$ cat src/rtl/uart_tx_fifo_pkg.sv
// Shared definitions for the UART transmitter peripheral: register addresses,
// STATUS bit positions, transmit FSM state encoding and the default bit period.
package uart_tx_fifo_pkg;

   localparam logic [2:0] ADDR_DATA = 3'b001;   // W: queue byte, R: 8'h00
   localparam logic [2:0] ADDR_CTRL = 3'b011;   // R: STATUS, W: CTRL

   localparam int STAT_NOT_FULL = 0;
   localparam int STAT_BUSY     = 1;
   localparam int STAT_EMPTY    = 2;
   localparam int STAT_OVF      = 3;

   localparam logic [7:0] PERIOD_DEFAULT = 8'h1A;

   typedef enum logic [1:0] {
      ST_IDLE  = 2'b00,
      ST_START = 2'b01,
      ST_DATA  = 2'b10,
      ST_STOP  = 2'b11
   } tx_state_e;

   function automatic logic [7:0] pack_status(input logic ovf, input logic empty,
                                              input logic busy, input logic not_full);
      logic [7:0] s;
      s                = 8'h00;
      s[STAT_OVF]      = ovf;
      s[STAT_EMPTY]    = empty;
      s[STAT_BUSY]     = busy;
      s[STAT_NOT_FULL] = not_full;
      return s;
   endfunction

endpackage

$ cat src/rtl/uart_sync_fifo.sv
// Synchronous show-ahead FIFO: rd_data always presents the head entry.
// Ports: clk, reset (async active-low), push/pop/flush strobes, wr_data in,
//        rd_data (head entry), full, empty.
// Push is ignored when full, pop when empty; flush clears everything and
// overrides a same-cycle push or pop.
module uart_sync_fifo #(
   parameter int WIDTH = 8,
   parameter int DEPTH = 4
) (
   input  logic             clk,
   input  logic             reset,
   input  logic             push,
   input  logic             pop,
   input  logic             flush,
   input  logic [WIDTH-1:0] wr_data,
   output logic [WIDTH-1:0] rd_data,
   output logic             full,
   output logic             empty
);
   localparam int AW = $clog2(DEPTH);
   localparam int CW = AW + 1;

   logic [AW-1:0]    wr_ptr_q, wr_ptr_d;
   logic [AW-1:0]    rd_ptr_q, rd_ptr_d;
   logic [CW-1:0]    count_q, count_d;
   logic [WIDTH-1:0] mem_q [DEPTH];
   logic             do_push, do_pop;

   always_comb begin
      full     = (count_q == CW'(DEPTH));
      empty    = (count_q == '0);
      do_push  = push && !full && !flush;
      do_pop   = pop && !empty && !flush;
      wr_ptr_d = wr_ptr_q;
      rd_ptr_d = rd_ptr_q;
      count_d  = count_q;
      if (flush) begin
         wr_ptr_d = '0;
         rd_ptr_d = '0;
         count_d  = '0;
      end else begin
         // Pointers wrap naturally because DEPTH is a power of two.
         if (do_push) wr_ptr_d = wr_ptr_q + AW'(1);
         if (do_pop)  rd_ptr_d = rd_ptr_q + AW'(1);
         if (do_push && !do_pop)      count_d = count_q + CW'(1);
         else if (do_pop && !do_push) count_d = count_q - CW'(1);
      end
   end

   always_ff @(posedge clk or negedge reset) begin
      if (!reset) begin
         wr_ptr_q <= '0;
         rd_ptr_q <= '0;
         count_q  <= '0;
      end else begin
         wr_ptr_q <= wr_ptr_d;
         rd_ptr_q <= rd_ptr_d;
         count_q  <= count_d;
      end
   end

   always_ff @(posedge clk) begin
      if (do_push) mem_q[wr_ptr_q] <= wr_data;
   end

   assign rd_data = mem_q[rd_ptr_q];

endmodule

$ cat src/rtl/uart_tx_fifo.sv
// Register-mapped UART transmitter with a byte FIFO; sends 8N1 frames on txout.
// Ports: clk, reset (async active-low), wren/rden strobes, addr[2:0], din[7:0]
//        write data, dout[7:0] registered read data, txout serial line (idle high).
//
// state | meaning
// IDLE  | line high, waiting for a queued byte
// START | start bit (low) for PERIOD clocks
// DATA  | eight data bits, LSB first, PERIOD clocks each
// STOP  | stop bit (high); chains straight into the next START if a byte waits
module uart_tx_fifo
   import uart_tx_fifo_pkg::*;
#(
   parameter logic [7:0] PERIOD = PERIOD_DEFAULT,
   parameter int         DEPTH  = 4
) (
   input  logic       clk,
   input  logic       reset,
   input  logic       wren,
   input  logic       rden,
   input  logic [2:0] addr,
   input  logic [7:0] din,
   output logic [7:0] dout,
   output logic       txout
);
   localparam logic [7:0] BAUD_LAST = PERIOD - 8'd1;

   tx_state_e  state_q, state_d;
   logic [7:0] baud_q, baud_d;
   logic [2:0] bit_idx_q, bit_idx_d;
   logic [7:0] shift_q, shift_d;
   logic       txout_q, txout_d;
   logic [7:0] dout_q, dout_d;
   logic       ovf_q, ovf_d;

   logic       wr_data, wr_flush, rd_status;
   logic       fifo_push, fifo_pop, fifo_full, fifo_empty;
   logic       frame_avail, bit_end;
   logic [7:0] fifo_rd_data;
   logic [7:0] status;

   uart_sync_fifo #(.WIDTH(8), .DEPTH(DEPTH)) u_fifo (
      .clk     (clk),
      .reset   (reset),
      .push    (fifo_push),
      .pop     (fifo_pop),
      .flush   (wr_flush),
      .wr_data (din),
      .rd_data (fifo_rd_data),
      .full    (fifo_full),
      .empty   (fifo_empty)
   );

   always_comb begin
      wr_data   = wren && (addr == ADDR_DATA);
      wr_flush  = wren && (addr == ADDR_CTRL) && din[0];
      rd_status = rden && (addr == ADDR_CTRL);
      // Fullness is judged before any same-cycle pop, so a write to a full
      // FIFO is dropped even if the transmitter drains an entry that cycle.
      fifo_push = wr_data && !fifo_full;
      // A flush beats a same-cycle pop: the FSM must not start a frame on it.
      frame_avail = !fifo_empty && !wr_flush;
      status = pack_status(ovf_q, fifo_empty, state_q != ST_IDLE, !fifo_full);
   end

   always_comb begin
      state_d   = state_q;
      baud_d    = baud_q;
      bit_idx_d = bit_idx_q;
      shift_d   = shift_q;
      fifo_pop  = 1'b0;
      bit_end   = (baud_q == BAUD_LAST);
      if (state_q != ST_IDLE) baud_d = bit_end ? 8'd0 : baud_q + 8'd1;
      unique case (state_q)
         ST_IDLE: begin
            baud_d = 8'd0;
            if (frame_avail) begin
               fifo_pop = 1'b1;
               shift_d  = fifo_rd_data;
               state_d  = ST_START;
            end
         end
         ST_START: begin
            if (bit_end) begin
               state_d   = ST_DATA;
               bit_idx_d = 3'd0;
            end
         end
         ST_DATA: begin
            if (bit_end) begin
               shift_d   = shift_q >> 1;
               bit_idx_d = bit_idx_q + 3'd1;
               if (bit_idx_q == 3'd7) state_d = ST_STOP;
            end
         end
         ST_STOP: begin
            if (bit_end) begin
               if (frame_avail) begin
                  fifo_pop = 1'b1;
                  shift_d  = fifo_rd_data;
                  state_d  = ST_START;
               end else begin
                  state_d = ST_IDLE;
               end
            end
         end
         default: state_d = ST_IDLE;
      endcase
   end

   // Line level follows the state one clock later from a flop, so every bit
   // still lasts exactly PERIOD clocks and txout never glitches.
   always_comb begin
      txout_d = 1'b1;
      unique case (state_q)
         ST_START: txout_d = 1'b0;
         ST_DATA:  txout_d = shift_q[0];
         default:  txout_d = 1'b1;
      endcase
   end

   always_comb begin
      dout_d = dout_q;
      if (rden) dout_d = (addr == ADDR_CTRL) ? status : 8'h00;
      ovf_d = ovf_q;
      if (rd_status)             ovf_d = 1'b0;
      if (wr_data && fifo_full)  ovf_d = 1'b1;
   end

   always_ff @(posedge clk or negedge reset) begin
      if (!reset) begin
         state_q   <= ST_IDLE;
         baud_q    <= 8'd0;
         bit_idx_q <= 3'd0;
         shift_q   <= 8'd0;
         txout_q   <= 1'b1;
         dout_q    <= 8'h00;
         ovf_q     <= 1'b0;
      end else begin
         state_q   <= state_d;
         baud_q    <= baud_d;
         bit_idx_q <= bit_idx_d;
         shift_q   <= shift_d;
         txout_q   <= txout_d;
         dout_q    <= dout_d;
         ovf_q     <= ovf_d;
      end
   end

   assign dout  = dout_q;
   assign txout = txout_q;

endmodule

$ cat config.mk
export PLATFORM = sky130hd
export DESIGN_NAME = uart_tx_fifo
export DESIGN_NICKNAME = d
export VERILOG_FILES = /design/src/rtl/uart_tx_fifo_pkg.sv /design/src/rtl/uart_sync_fifo.sv /design/src/rtl/uart_tx_fifo.sv
export SDC_FILE = /design/constraint.sdc
export NUM_CORES = 1
export LEC_CHECK = 0
export BUFFER_PORTS_ARGS = -buffer_cell sky130_fd_sc_hd__buf_2
export CORE_AREA = 4 4 59 100
export CTS_CLUSTER_SIZE = 40
export DETAILED_ROUTE_END_ITERATION = 8
export DIE_AREA = 0 0 63 104
export PLACE_DENSITY = 0.81
export SYNTH_ARGS = -nofsm -noshare
export SYNTH_HDL_FRONTEND = slang
export SYNTH_SLANG_ARGS = --single-unit
$ cat constraint.sdc
create_clock -name clk -period 5.4 [get_ports clk]
set_input_delay 0.81 -clock clk [delete_from_list [all_inputs] [get_ports clk]]
set_output_delay 0.81 -clock clk [all_outputs]
set_load 0.1 [all_outputs]
==> results of run 1 <==
-- how the worst max path moves through the flow --
| stage | start | endpoint | slack [ns] | cells after the start |
|---|---|---|---|---|
| after floorplan | addr[1] | u_fifo.count_q[2] | 2.46 | 9 |
| after global placement | addr[1] | u_fifo.count_q[2] | 2.34 | 9 |
| after detailed placement | addr[1] | u_fifo.count_q[2] | 2.32 | 9 |
| after CTS | baud_q[5] | u_fifo.count_q[2] | 2.65 | 8 |
| after global routing | baud_q[5] | u_fifo.count_q[2] | 2.55 | 8 |
| final | addr[1] | u_fifo.count_q[2] | 2.65 | 9 |
-- through the flow --
| step | total power, mW | utilization [%] | worst slack [ns] | cells | hold WS, ns |
|---|---|---|---|---|---|
| floorplan | 1.290 | - | 2.455 | 244 | 0.4632 |
| global placement | 1.391 | 64.36 | 2.343 | 304 | 0.4777 |
| detailed placement | 1.413 | 64.36 | 2.317 | 304 | 0.4912 |
| CTS | 1.883 | 68.81 | 2.645 | 320 | 0.5091 |
| global route | 1.991 | 68.81 | 2.547 | 320 | 0.5215 |
| finish | 1.868 | 68.81 | 2.652 | 320 | 0.5047 |
-- state kept, by name (all words and copies together) (netlist names) --
register,count
u_fifo.wr_ptr_q,2
ovf_q,1
shift_q,8
bit_idx_q,3
u_fifo.count_q,3
u_fifo.rd_ptr_q,2
state_q,2
dout,4
baud_q,8
txout,1
u_fifo.mem_q,32
-- cell usage after synthesis, types with 2 or more instances --
master,number
dfrtp_1,33
edfxtp_1,32
inv_1,16
nor2_1,16
ha_1,14
nand3_1,12
and2_1,10
mux4_2,8
nand4_1,8
mux2i_1,6
nand2_1,6
buf_4,5
clkbuf_1,5
xor2_1,5
o22ai_1,4
a21oi_1,3
a31oi_1,3
buf_2,3
mux2_2,3
o21ai_0,3
xnor2_1,3
a21boi_0,2
a22o_1,2
a32o_1,2
and3_1,2
nand2b_1,2
nor3_1,2
nor4bb_1,2
o211ai_1,2
o31ai_1,2
or3_1,2
-- power breakdown --
part,internal [mW],switching (mW),leakage (nW),total [mW]
clock,0.264,0.202,0.106,0.465
combinational,0.297,0.375,0.634,0.672
sequential,0.627,0.104,0.722,0.731
total,1.19,0.680,1.46,1.87
-- routing by layer --
layer	wire length [microns]	GRT usage, %
met4	120	8.847
met5	0	0
met2	2928	31.59
met3	161	5.297
met1	2146	20.77
-- worst reg2reg max path, cell delays in order, from the launching register on --
cell and delay, ns:
dfrtp_1 0.44, nor4b_4 0.43, a31oi_1 0.19, or3_4 0.42, ha_1 0.23, fa_1 0.38, xnor2_1 0.15, or3_1 0.31
a21oi_1 0.14
-- layout make-up --
| cell class | instances | share of cell area, % |
|---|---|---|
| clock inverters | 7 | 2.909 |
| repair buffers | 20 | 2.945 |
| flip-flops and latches | 66 | 52.05 |
| well taps | 54 | 1.940 |
| inverters | 17 | 1.832 |
| multi-input cells | 147 | 34.77 |
| clock buffers | 9 | 3.556 |
-- cell families (layout without fill, tap and decap cells) --
group | count (synthesis) | in the layout | synth area share (%)
XOR/XNOR | 8 | 8 | 2.223
buffers and inverters | 31 | 53 | 4.406
other | 1 | 4 | 0.1190
adder cells (fa/ha/maj) | 15 | 15 | 6.193
flip-flops | 66 | 66 | 57.52
AO/OA/AOI/OAI | 31 | 31 | 7.264
multiplexers | 18 | 18 | 9.170
AND/OR/NAND/NOR | 71 | 71 | 13.10
==> flow_summary.json, run 1 <==
{
  "final_cell_mix": "33 x dfrtp_1, 32 x edfxtp_1, 19 x buf_2",
  "cts.sinks": 66,
  "r2r_end": "u_fifo.count_q[2]",
  "via_count": 1892,
  "core_sq_um": 5062,
  "antenna_found_initial": 0,
  "numPortBuffers": 19,
  "yosys.area.top_type": "edfxtp_1",
  "path_class": "in2reg",
  "fin_nets": 291,
  "synth_edf_count": 32,
  "fp.dieW_microns": 63,
  "gp_congestion": 0.7876,
  "ant_nets": 0,
  "dieArea_sq_um": 6552,
  "synth_top_area_share_pct": 30.49,
  "cts_max_level": 3,
  "ir_drop_mv": 0.3908,
  "critPathRequiredTime_ns": 5.67,
  "grtUsageTotal_pct": 18.47,
  "finalCriticalPeriod_ns": 2.748,
  "finalClockSkew_ns": 0.006182,
  "seq_area_sq_um": 1813,
  "ctsHoldBuffers": 0,
  "io_pins": 24,
  "path_clk_slew_ns": 0.07,
  "dpl.hpwl_microns": 3753,
  "root_buffer": "clkbuf_8",
  "diodes": 0,
  "cts_setup_buffers": 0,
  "hold_class": "reg2reg",
  "dr.first_iter.drc_count": 73,
  "worst_setup_path_end_kind": "flop",
  "outcome": "completed",
  "final_common_cell": "dfrtp_1",
  "path_cells": "buf_2 -> and4b_1 -> a21bo_2 -> or3_4 -> ha_1 -> fa_1 -> xnor2_1 -> or3_1 -> a21oi_1",
  "synth_area_leaders": "edfxtp_1 30%, dfrtp_1 26%, mux4_2 5.7%",
  "cts.repair.resized": 0,
  "initial_core_util_pct": 62.26,
  "rsz0062_at_grt": "no",
  "r2r_cells": 8,
  "min_period_over_period_pct": 50.89,
  "synthFlopType": "dfrtp_1",
  "synth_seq_cells": 66,
  "start_kind": "input pin",
  "wl_microns": 5356,
  "finalHoldViolations": 0,
  "netlist_instances": 241,
  "yosysWarnings": 0,
  "syn_area_per_cell_sq_um": 13.08,
  "drtPass1Iterations": 6,
  "clockBufferDepth": 2,
  "multi_input_area_sq_um": 1211,
  "crit_arrival_ns": 3.02,
  "async_reset_ff_share_pct": 51.52,
  "max-slew-margin-rel_pct": 49.79,
  "synth_cell_types": 54,
  "placed_cell_area_sq_um": 3258,
  "rows": 34,
  "cp_top_family": "simple AND/OR/NAND/NOR gates",
  "die_height_microns": 104,
  "power_per_cell_area_nw_per_um2": 536.3,
  "cellLeakagePower_nw": 1.462,
  "cap_violations": 0,
  "min-delay-start": "bit_idx_q[2]",
  "slowest_delay_ns": 0.38,
  "cts_tree": "done",
  "nFillCells": 359,
  "wl_per_cell_microns": 16.74,
  "reg2reg_slack_ns": 2.66,
  "worst_slew_pin_slew_ns": 0.7532,
  "tns_ns": 0,
  "clock_latency_ns": 0.34,
  "rr_startpoint": "baud_q[5]",
  "seq_area_frac_synth_pct": 57.52,
  "drc": 0,
  "path_max_fanout": 10,
  "final_layout_size_suffix_gt1_share_pct": 20.68,
  "drv_slew": 0,
  "syn-cell-area_sq_um": 3152,
  "hold_depth": 1,
  "overflow": 0,
  "grt_max_degree": 35,
  "critPathSlowestCell": "fa_1",
  "final_area_sq_um": 3483,
  "hold_end": "bit_idx_q[2]",
  "max_freq_ghz": 0.3639,
  "cts_made_buffers": 9,
  "setup_viol": 0,
  "post_drt_via_cell_ratio": 5.913,
  "grt_pass1_wl_microns": 9294,
  "area_growth_syn_to_layout_pct": 10.52,
  "grt_pass1_vias": 2012,
  "cp_num_buf_inv": 1
}
No activity file was read; power rests on OpenSTA's default activity.
==> run 2, diff against run 1 <==
- CORE_AREA: 4 4 59 100 -> 4 4 61 104
- DIE_AREA: 0 0 63 104 -> 0 0 65 108
- PLACE_DENSITY: 0.81 -> 0.76
- clock period: 5.4 -> 2.7 ns (I/O delays scaled with it)
==> run 2 against run 1 <==
  * First-iteration DRC count up 16%
  * Via count up 0.58%
  * Clock skew up 0.0032 ns
  * Combinational power up 110%
  * Largest cell class unchanged
  * Clock power up 73%
  * Setup slack worse by 2.5 ns
  * Non-clock buffer count up 7
  * Sequential share of layout area down 0.76 points
==> flow_summary.json, run 2 (synthesis gave the netlist of run 1 again) <==
{
  "cap_violations": 0,
  "slowest_delay_ns": 0.46,
  "io_pins": 24,
  "fp.dieW_microns": 65,
  "worst_slew_pin_slew_ns": 0.7550,
  "cellLeakagePower_nw": 1.485,
  "diodes": 0,
  "dp.cells": 332,
  "cts_max_level": 3,
  "start_kind": "flop",
  "dieArea_sq_um": 7020,
  "setup_viol": 0,
  "rsz0062_at_grt": "no",
  "path_class": "reg2reg",
  "final_cell_mix": "33 x dfrtp_1, 32 x edfxtp_1, 19 x buf_2",
  "max-slew-margin-rel_pct": 49.67,
  "final_layout_size_suffix_gt1_share_pct": 23.16,
  "cts_made_buffers": 9,
  "grt_pass1_vias": 2016,
  "post_drt_via_cell_ratio": 5.468,
  "max_freq_ghz": 0.3858,
  "combinationalPowerShare_pct": 38.0,
  "core_sq_um": 5540,
  "utilization_pct": 63.80,
  "critPathSlowestCell": "dfrtp_1",
  "power_per_cell_area_nw_per_um2": 1029,
  "rows": 36,
  "finalCriticalPeriod_ns": 2.592,
  "cp_top_family": "adder cells",
  "critPathRequiredTime_ns": 2.97,
  "finalPower_mw": 3.639,
  "grtUsageTotal_pct": 17.74,
  "dr.first_iter.drc_count": 85,
  "cts_tree": "done",
  "place_ws_ns": 0.04437,
  "path_clk_slew_ns": 0.08,
  "die_height_microns": 108,
  "finalHoldViolations": 0,
  "switching_share_pct": 36.43,
  "ant_nets": 0,
  "fin_nets": 298,
  "grt_max_degree": 35,
  "cts.sinks": 66,
  "grt_pass1_wl_microns": 9149,
  "via_count": 1903,
  "numPortBuffers": 19,
  "drc": 0,
  "wl_microns": 5162,
  "clkPwrFrac_pct": 22.1,
  "initial_core_util_pct": 56.89,
  "path_cells": "inv_1 -> ha_1 -> or3_4 -> ha_2 -> fa_1 -> xnor2_1 -> or3_1 -> a21oi_1",
  "area_growth_syn_to_layout_pct": 12.15,
  "crit_arrival_ns": 2.86,
  "power_frac_seq_pct": 39.8,
  "intPower_mw": 2.313,
  "clock_latency_ns": 0.35,
  "antenna_found_initial": 0,
  "regMostFlops": "u_fifo.mem_q",
  "final_common_cell": "dfrtp_1",
  "dpl.hpwl_microns": 3722,
  "largest_register_ffs": 32,
  "ir_drop_mv": 0.7812,
  "worst_setup_path_end_kind": "flop",
  "overflow": 0,
  "hold_class": "in2async",
  "top_regs": "u_fifo.mem_q x32, baud_q x8, shift_q x8",
  "min_period_over_period_pct": 96.00,
  "outcome": "completed",
  "tns_ns": 0,
  "gp_congestion": 0.7610,
  "drtPass1Iterations": 4,
  "p_sw_mw": 1.326,
  "wl_per_cell_microns": 14.83,
  "drv_slew": 0,
  "post_layout_nonfiller_instances": 348,
  "finalClockSkew_ns": 0.009373,
  "layout_setup_ws_ns": 0.1080,
  "root_buffer": "clkbuf_8",
  "path_max_fanout": 7,
  "cp_num_buf_inv": 1,
  "nFillCells": 436,
  "clockBufferDepth": 2
}
[run 2: area by class of cell]
cell class | instances | area, sq um | share of cell area [%]
flip-flops and latches | 66 | 1813 | 51.29
multi-input cells | 147 | 1215 | 34.37
repair buffers | 27 | 155.1 | 4.389
clock buffers | 9 | 123.9 | 3.504
well taps | 76 | 95.09 | 2.690
clock inverters | 6 | 68.82 | 1.947
inverters | 17 | 63.81 | 1.805
[run 2: worst register-to-register path, stage by stage, from the launching register on]
cell,delay [ns]
dfrtp_1,0.46
inv_1,0.12
ha_1,0.34
or3_4,0.42
ha_2,0.20
fa_1,0.38
xnor2_1,0.14
or3_1,0.31
a21oi_1,0.14
[run 2: power by group through the flow]
| stage | registers [mW] | clock network, mW | logic, mW |
|---|---|---|---|
| floorplan | 1.47 | 0 | 1.11 |
| global route | 1.49 | 0.879 | 1.56 |
| CTS | 1.45 | 0.829 | 1.39 |
| global placement | 1.47 | 0 | 1.36 |
| finish | 1.45 | 0.805 | 1.38 |
| detailed placement | 1.48 | 0 | 1.39 |
[run 2: stage by stage]
stage	cell area (sq um)	hold slack (ns)
after global placement	3331	0.4772
after CTS	3523	0.1388
after detailed placement	3331	0.4977
after global routing	3535	0.1895
final	3535	0.1240
after floorplan	3163	0.1094
[run 2: final timing paths]
check / slack (ns) / cells past startpoint / to / start
worst min-delay path: 0.12 / 1 / shift_q[1] / reset
worst max register to register: 0.11 / 8 / u_fifo.count_q[2] / state_q[0]
worst max-delay path: 0.11 / 8 / u_fifo.count_q[2] / state_q[0]
max in group asynchronous: 2.10 / 1 / u_fifo.count_q[2] / reset
worst min register to register: 0.51 / 2 / txout / shift_q[0]
min in group clk: 0.27 / 1 / u_fifo.mem_q[1][5] / din[5]
[run 2: routing by layer]
metal,track usage (%),wire length (microns),up-vias
met2,30.04,2881,29
met5,0,0,-
met1,19.27,1997,941
met3,5.301,164,8
li1,-,-,925
met4,10.59,119,0
[run 2: timing repair]
item | in CTS | in global routing
endpoints found under the setup margin | 0 | 1
resized for setup | 0 | 2
hold buffers | 0 | 0
buffers inserted | 0 | 1
